[src/rtl/uart_pkg.sv]
// Shared definitions for the UART transmit path: data width and the
// byte-feeder state encoding.
package uart_pkg;

    localparam int UART_DATA_W = 8;

    typedef enum logic [1:0] {
        F_IDLE      = 2'd0,
        F_WAIT_BUSY = 2'd1,
        F_WAIT_DONE = 2'd2,
        F_WAIT_IDLE = 2'd3
    } feeder_state_t;

endpackage

[src/rtl/sync_fifo.sv]
// Single-clock FIFO with a separate occupancy counter and a combinational
// head-of-queue read port. Flush takes priority over push and pop.
module sync_fifo
    import uart_pkg::*;
#(
    parameter int WIDTH = UART_DATA_W,
    parameter int DEPTH = 16,
    localparam int ADDR_W = $clog2(DEPTH)
) (
    input  logic             clk,
    input  logic             rst_n,
    input  logic             push,
    input  logic             pop,
    input  logic             flush,
    input  logic [WIDTH-1:0] wr_data,
    output logic [WIDTH-1:0] rd_data,
    output logic [ADDR_W:0]  level,
    output logic             full,
    output logic             empty
);

    localparam logic [ADDR_W:0] FULL_LEVEL = (ADDR_W + 1)'(DEPTH);

    logic [WIDTH-1:0]  mem [DEPTH];
    logic [ADDR_W-1:0] wr_ptr;
    logic [ADDR_W-1:0] rd_ptr;
    logic [ADDR_W:0]   count;
    logic              push_en;
    logic              pop_en;

    assign full    = (count == FULL_LEVEL);
    assign empty   = (count == '0);
    assign level   = count;
    assign rd_data = mem[rd_ptr];

    assign push_en = push && !full && !flush;
    assign pop_en  = pop && !empty && !flush;

    // Storage needs no reset; entries are only read once counted as valid.
    always_ff @(posedge clk) begin
        if (push_en) begin
            mem[wr_ptr] <= wr_data;
        end
    end

    always_ff @(posedge clk or negedge rst_n) begin
        if (!rst_n) begin
            wr_ptr <= '0;
            rd_ptr <= '0;
            count  <= '0;
        end else if (flush) begin
            wr_ptr <= '0;
            rd_ptr <= '0;
            count  <= '0;
        end else begin
            if (push_en) begin
                wr_ptr <= wr_ptr + ADDR_W'(1);
            end
            if (pop_en) begin
                rd_ptr <= rd_ptr + ADDR_W'(1);
            end
            case ({push_en, pop_en})
                2'b10:   count <= count + (ADDR_W + 1)'(1);
                2'b01:   count <= count - (ADDR_W + 1)'(1);
                default: count <= count;
            endcase
        end
    end

endmodule

[src/rtl/uart_tx_feeder.sv]
// Buffers producer bytes in a FIFO and feeds them one at a time into the
// UART transmitter's start/data/busy/done handshake.
module uart_tx_feeder
    import uart_pkg::*;
#(
    parameter int DEPTH = 16,
    localparam int ADDR_W = $clog2(DEPTH)
) (
    input  logic                   clk,
    input  logic                   rst_n,
    input  logic                   in_valid,
    input  logic [UART_DATA_W-1:0] in_data,
    output logic                   in_ready,
    input  logic                   flush,
    output logic                   tx_start,
    output logic [UART_DATA_W-1:0] tx_data,
    input  logic                   tx_busy,
    input  logic                   tx_done,
    output logic [ADDR_W:0]        level,
    output logic                   empty,
    output logic                   overflow
);

    feeder_state_t          state;
    feeder_state_t          state_d;
    logic                   tx_start_d;
    logic [UART_DATA_W-1:0] tx_data_d;
    logic [UART_DATA_W-1:0] head;
    logic                   push;
    logic                   pop;
    logic                   fifo_full;
    logic                   fifo_empty;

    // Producer side: a byte transfers on any edge where in_valid && in_ready.
    // in_ready depends only on the registered level, never on in_valid, and
    // a byte offered while in_ready is low is dropped and flagged in overflow.
    assign in_ready = !fifo_full;
    assign push     = in_valid && in_ready && !flush;

    sync_fifo #(
        .WIDTH (UART_DATA_W),
        .DEPTH (DEPTH)
    ) u_fifo (
        .clk     (clk),
        .rst_n   (rst_n),
        .push    (push),
        .pop     (pop),
        .flush   (flush),
        .wr_data (in_data),
        .rd_data (head),
        .level   (level),
        .full    (fifo_full),
        .empty   (fifo_empty)
    );

    always_ff @(posedge clk or negedge rst_n) begin
        if (!rst_n) begin
            overflow <= 1'b0;
        end else if (flush) begin
            overflow <= 1'b0;
        end else if (in_valid && !in_ready) begin
            overflow <= 1'b1;
        end
    end

    always_ff @(posedge clk or negedge rst_n) begin
        if (!rst_n) begin
            state    <= F_IDLE;
            tx_start <= 1'b0;
            tx_data  <= '0;
        end else begin
            state    <= state_d;
            tx_start <= tx_start_d;
            tx_data  <= tx_data_d;
        end
    end

    // Start is held until busy is seen because the transmitter samples it a
    // cycle late; the wait on busy falling covers its done/cleanup cycle.
    always_comb begin
        state_d    = state;
        tx_start_d = tx_start;
        tx_data_d  = tx_data;
        pop        = 1'b0;
        case (state)
            F_IDLE: begin
                if (!fifo_empty && !tx_busy) begin
                    tx_data_d  = head;
                    tx_start_d = 1'b1;
                    pop        = 1'b1;
                    state_d    = F_WAIT_BUSY;
                end
            end
            F_WAIT_BUSY: begin
                if (tx_busy) begin
                    tx_start_d = 1'b0;
                    state_d    = F_WAIT_DONE;
                end
            end
            F_WAIT_DONE: begin
                if (tx_done) begin
                    state_d = F_WAIT_IDLE;
                end
            end
            F_WAIT_IDLE: begin
                if (!tx_busy) begin
                    state_d = F_IDLE;
                end
            end
            default: begin
                tx_start_d = 1'b0;
                state_d    = F_IDLE;
            end
        endcase
    end

    assign empty = fifo_empty && (state == F_IDLE);

endmodule

[config.mk]
export PLATFORM = sky130hd
export DESIGN_NAME = uart_tx_feeder
export DESIGN_NICKNAME = d
export VERILOG_FILES = /design/src/rtl/uart_pkg.sv /design/src/rtl/sync_fifo.sv /design/src/rtl/uart_tx_feeder.sv
export SDC_FILE = /design/constraint.sdc
export NUM_CORES = 1
export LEC_CHECK = 0
export ABC_AREA = 1
export ABC_CLOCK_PERIOD_IN_PS = 3900
export CAP_MARGIN = 20
export CORE_ASPECT_RATIO = 0.75
export CORE_MARGIN = 2
export CORE_UTILIZATION = 25
export CTS_CLUSTER_DIAMETER = 80
export DETAILED_ROUTE_END_ITERATION = 10
export PLACE_DENSITY_LB_ADDON = 0.2
export SKIP_CTS_REPAIR_TIMING = 1
export SYNTH_ARGS = -nofsm -noshare
export SYNTH_HDL_FRONTEND = slang
export SYNTH_HIERARCHICAL = 1
export SYNTH_SLANG_ARGS = --single-unit
[constraint.sdc]
create_clock -name clk -period 3.9 [get_ports clk]
set_input_delay 0.78 -clock clk [delete_from_list [all_inputs] [get_ports clk]]
set_output_delay 0.78 -clock clk [all_outputs]
set_load 0.01 [all_outputs]
# After elaboration in Yosys (flattened, before gate mapping)

Memory sizes are Yosys's and may differ from the RTL's. A register that Yosys moved wholly into a read port is not among the register bits.
Cells that the tools add are included.

Flip-flop bits (word level): 17
Bits in writable memories: 128
Input port bits: 14
Output and inout port bits: 17
Memories: 1

Add/sub/neg operators: 4
Equal/unequal tests: 10
Muxes and demuxes: 20
Reduce and logical (&&, ||, !) cells: 24

Memories:

| memory     | depth | width | read ports | clocked after Yosys merged registers in | write ports | line            | source |
|---|---|---|---|---|---|---|---|
| u_fifo.mem | 16    | 8     | 1          | 1                                       | 1           | sync_fifo.sv:24 | `logic [WIDTH-1:0] mem [DEPTH];` |

Operator list:

| operator            | count |
|---|---|
| $mux 4              | 4 |
| $pmux 5 s2          | 1 |
| $logic_and 1x1->1   | 9 |
| $add 4x1->4 const B | 2 |
| $mux 1              | 8 |
| $mux 2              | 4 |
| $ne 2x2->1 const B  | 4 |
| $pmux 2 s4          | 1 |
| $reduce_bool 2->1   | 4 |
| $eq 2x2->1 const B  | 3 |
| $add 5x1->5 const B | 1 |
| $eq 5x5->1 const B  | 1 |
| $logic_not 1->1     | 5 |
| $logic_not 5->1     | 1 |
| $mux 5              | 1 |
| $sub 5x1->5 const B | 1 |
| $eq 2x1->1 const B  | 2 |
| $reduce_and 4->1    | 1 |
| $reduce_and 3->1    | 1 |
| $reduce_bool 3->1   | 1 |
| $logic_not 2->1     | 1 |
| $pmux 1 s2          | 1 |
| $reduce_and 2->1    | 1 |

# Logic depth before layout (Yosys ltp)

Word-level depth: 10
Depth in mapped cells: 18
Gate-level depth less buffers: 17

# Modules after synthesis

The synthesis kept the hierarchy.

By module, submodules not included:

| module         | times used | cells each | area an instance (sq um) |
|---|---|---|---|
| sync_fifo      | 1          | 501        | 5950.7 |
| uart_tx_feeder | 1          | 74         | 591.8 |

# Worst setup path before layout

Ideal clock, no wire load.

Path kind: in2reg
From: input port tx_busy
To: register u_fifo.count[4], in the netlist u_fifo/level[4]
Library setup time: 0.116 ns
Data arrival time: 2.332 ns
Path slack: 1.452 ns
Cell stages on the path: 15
Cells stage by stage: nor3_2 -> buf_4 -> nand2_4 -> inv_2 -> nand3_1 -> fa_1 -> nand3b_1 -> nand2_1 -> nand2_1 -> nand2_1 -> inv_1 -> nand2_1 -> nand2_1 -> nand2_1 -> nand2_1

Longest elaborated chain between the ends: 9

Ends and longest elaborated chain:

| what                                     | line                 | source |
|---|---|---|
| from (decl)                              | uart_tx_feeder.sv:17 | `input logic tx_busy,` |
| $logic_not 1->1 (*)                      | n/a                  |  |
| $logic_and 1x1->1 (*)                    | uart_tx_feeder.sv:87 | `if (!fifo_empty && !tx_busy) begin` |
| $mux 1 (*)                               | uart_tx_feeder.sv:87 |  |
| $mux 1 (*)                               | uart_tx_feeder.sv:85 | `case (state)` |
| net pop                                  | uart_tx_feeder.sv:30 | `logic pop;` |
| $logic_and 1x1->1 (*) (2 in series)      | sync_fifo.sv:37      | `assign pop_en = pop && !empty && !flush;` |
| $eq 2x1->1 or $eq 2x2->1 (tied branches) | sync_fifo.sv:62      | `case ({push_en, pop_en})` |
| $pmux 5 s2                               | sync_fifo.sv:62      |  |
| $mux 5                                   | sync_fifo.sv:51      | `end else if (flush) begin` |
| to (signal assigned)                     | sync_fifo.sv:63      | `2'b10: count <= count + (ADDR_W + 1)'(1);` |
| to (signal assigned)                     | sync_fifo.sv:64      | `2'b01: count <= count - (ADDR_W + 1)'(1);` |
| to (signal assigned)                     | sync_fifo.sv:65      | `default: count <= count;` |
| to (decl)                                | sync_fifo.sv:27      | `logic [ADDR_W:0] count;` |

The timed path passes the listed nets; every way through them passes the cells marked *.
A chain may end at the register's enable or synchronous reset.

# Final worst setup path

From: register u_fifo.count[0], in the netlist u_fifo/level[0]
To: output port empty

Longest elaborated chain between the ends: 2

Ends and longest elaborated chain:

| what              | line                  | source |
|---|---|---|
| $logic_not 5->1   | sync_fifo.sv:32       | `assign empty = (count == '0);` |
| net fifo_empty    | uart_tx_feeder.sv:32  | `logic fifo_empty;` |
| $logic_and 1x1->1 | uart_tx_feeder.sv:117 | `assign empty = fifo_empty && (state == F_IDLE);` |
| to (decl)         | uart_tx_feeder.sv:20  | `output logic empty,` |

The timed path passes the listed nets, and every way through them passes these cells.

==> impl_metrics.tcl <==
set metrics [dict create \
    dp_hpwl_mm 10.6 \
    cts-buffers-inserted 17 \
    core-area_um2 25800 \
    cts_buffer_depth 2 \
    crit_top_cell "inv_1" \
    tightest_slew_ps 854 \
    synth_edf_count 128 \
    timing.fmax_mhz 360 \
    wire_per_inst_um 16.6 \
    seq_area_frac_synth_pct 68.3 \
    grt_pass1_vias 4364 \
    layout-drive-gt1-share_pct 10.3 \
    async_flop_share_pct 16.3 \
    grt_usage_pct 12.3 \
    max_stage_delay_ps 520 \
    initialDrtViolationCount 339 \
    grt_pass1_wl_mm 25.1 \
    setup_slack_ps 1120 \
    io_buffers 30 \
    post-route-period-util_pct 71.2 \
    slowest_stage "clkdlybuf4s50_1" \
    fillCellCount 2634 \
    final_area_um2 7810 \
    synth_cell_types 35 \
    end_kind "primary output" \
    route.detailed.drc 0 \
    regToRegSetupSlack_ps 1260 \
    fp.dieW_um 191 \
    die_area_um2 27500 \
    worstSetupStartpoint "u_fifo/level[0]" \
    via_per_inst 4.39 \
    cp.arrival_ps 2000 \
    clock_latency_ps 420 \
    hold_start "tx_data[2]" \
    setup_violations 0 \
    path_buf_inv 3 \
    dp_slack_ps 749 \
    antenna_found_initial 0 \
    hp-class "reg2reg" \
    layout-area-overhead-vs-synth_pct 19.4 \
    ff2ff_path_depth 16 \
    power_mw 4.44 \
    worstReg2RegEnd "u_fifo/level[4]" \
    h-tree-depth 4 \
    crit_chain "nor2_2 > nand3_2 > inv_1 > nand2_1 > inv_1 > clkdlybuf4s50_1" \
    status "completed" \
    slew_headroom_pct 42.8 \
    hold_path_depth 2 \
    drt_wl_total_mm 16.1 \
    syn_nets 602 \
    drv_slew 0 \
    syn_inst 575 \
    clkTransAtPathRegs_ps 60 \
    std_cell_rows 51 \
    maxCapViolations 0 \
    overflow 0 \
    finalCriticalPeriod_ps 2780 \
    hold_end "tx_data[2]" \
    cts_tree "done" \
    place_area_um2 7220 \
    worstPathRequired_ps 3120 \
    setup-tns-final_ps 0 \
    die_height_um 144 \
    gp_congestion 0.797 \
    ys_warn_count 6 \
    cts_root_buffer "clkbuf_16" \
    hold_violations 0 \
    path_class "reg2out" \
    firstDrtPassIters 4 \
    finClkSkew_ps 7.31 \
    synth-seq-cells 153 \
    p_leak_nw 2.80 \
    critical_path.top_delay_family "buffers and inverters" \
    cts_sinks 153 \
    avgSynthCellArea_um2 11.4 \
    cp-start-kind "flop" \
    path_max_fanout 6 \
    synth_flop_cell "edfxtp_1" \
    ant_nets 0 \
    r2r-start "u_fifo/level[0]" \
    ir_drop_mv 0.295 \
    grt_max_degree 75 \
    diodes 0 \
    num_io_pins 31 \
    via_count 4241 \
    nets 637 \
    start_util_pct 25.3 \
    powerDensity_nw_per_um2 568 \
    grt_setup_unrepaired "false" \
    synthesis.area_um2 6540 \
]
[synthesized netlist by cell type, types with 6 or more instances]
cell type | n | share of area [%]
a21oi_1 | 15 | 1.1
buf_2 | 15 | 1.1
dfrtp_1 | 25 | 9.6
edfxtp_1 | 128 | 59
ha_1 | 12 | 2.3
inv_1 | 32 | 1.8
nand2_1 | 134 | 7.7
nand2_2 | 6 | 0.57
nand3_1 | 44 | 3.4
nand4_1 | 16 | 1.5
nor2_1 | 53 | 3.0
o211ai_1 | 15 | 1.7
o21ai_0 | 34 | 2.6
o21ai_1 | 11 | 0.84
[cell usage in the layout (no fill, tap or decap), types with 10 or more instances in the layout]
| master | count |
|---|---|
| nand2_1 | 134 |
| clkdlybuf4s50_1 | 30 |
| nand4_1 | 16 |
| dfrtp_1 | 24 |
| o211ai_1 | 15 |
| buf_4 | 10 |
| o21ai_0 | 34 |
| o21ai_1 | 11 |
| ha_1 | 12 |
| clkbuf_16 | 17 |
| nand3_1 | 44 |
| edfxtp_1 | 128 |
| a21oi_1 | 15 |
| nor2_1 | 53 |
| inv_1 | 32 |
[sequential cells by signal, summed over array words and instances (netlist names)]
register / flops
overflow: 1
tx_data: 8
u_fifo/mem: 128
u_fifo/rd_ptr: 4
tx_start: 1
state: 2
u_fifo/level: 5
u_fifo/wr_ptr: 4
[through the flow]
stage / std cells / util, % / hold slack, ps
finish: 967 / 30.2 / 471
global route: 967 / 30.2 / 526
CTS: 967 / 30.2 / 479
detailed placement: 935 / 27.9 / 465
global placement: 935 / 27.9 / 468
floorplan: 575 / - / 484
[area by class of cell]
type	instances	area (um2)	share of cell area, %
sequential	153	4470	57.2
clock buffer	17	425	5.45
inverter	39	150	1.92
multi-input combinational	359	1790	22.9
timing repair buffer	40	375	4.81
tap	344	430	5.51
clock inverter	15	168	2.15
[where the power goes]
group | switching (mW) | leakage [nW] | internal (mW) | total [mW]
sequential | 0.0720 | 1.48 | 1.86 | 1.93
clock | 0.686 | 0.274 | 0.955 | 1.64
combinational | 0.543 | 1.05 | 0.326 | 0.869
[worst max path at each step]
stage                 endpoint  slack [ps]  cells after the start
2_1_floorplan  u_fifo/level[4]        1450                     15
4_1_cts                  empty        1080                      6
3_5_place_dp   u_fifo/level[4]         750                     14
5_1_grt        u_fifo/level[4]         960                     16
3_3_place_gp   u_fifo/level[4]         790                     14
6_report                 empty        1120                      6
[logic make-up after synthesis]
group | synth area share, %
adder cells (fa/ha/maj) | 2.60
AND/OR/NAND/NOR | 17.6
flip-flops | 68.3
AO/OA/AOI/OAI | 6.88
buffers and inverters | 4.30
XOR/XNOR | 0.268
[tightest hold or removal path: stages, from the launching register on]
cell and delay, ps:
dfrtp_1 340, nand2_1 50, nand2_1 50
[metal layers]
metal | up-vias | track usage [%] | wire, um | share of wire [%]
met5 | - | 0 | 0 | 0
met4 | 0 | 4.12 | 140 | 0.87
met3 | 8 | 2.67 | 580 | 3.6
met2 | 62 | 19.5 | 7540 | 47
met1 | 2096 | 16.8 | 7800 | 49
li1 | 2075 | - | - | -
No activity file was read; power rests on OpenSTA's default activity.
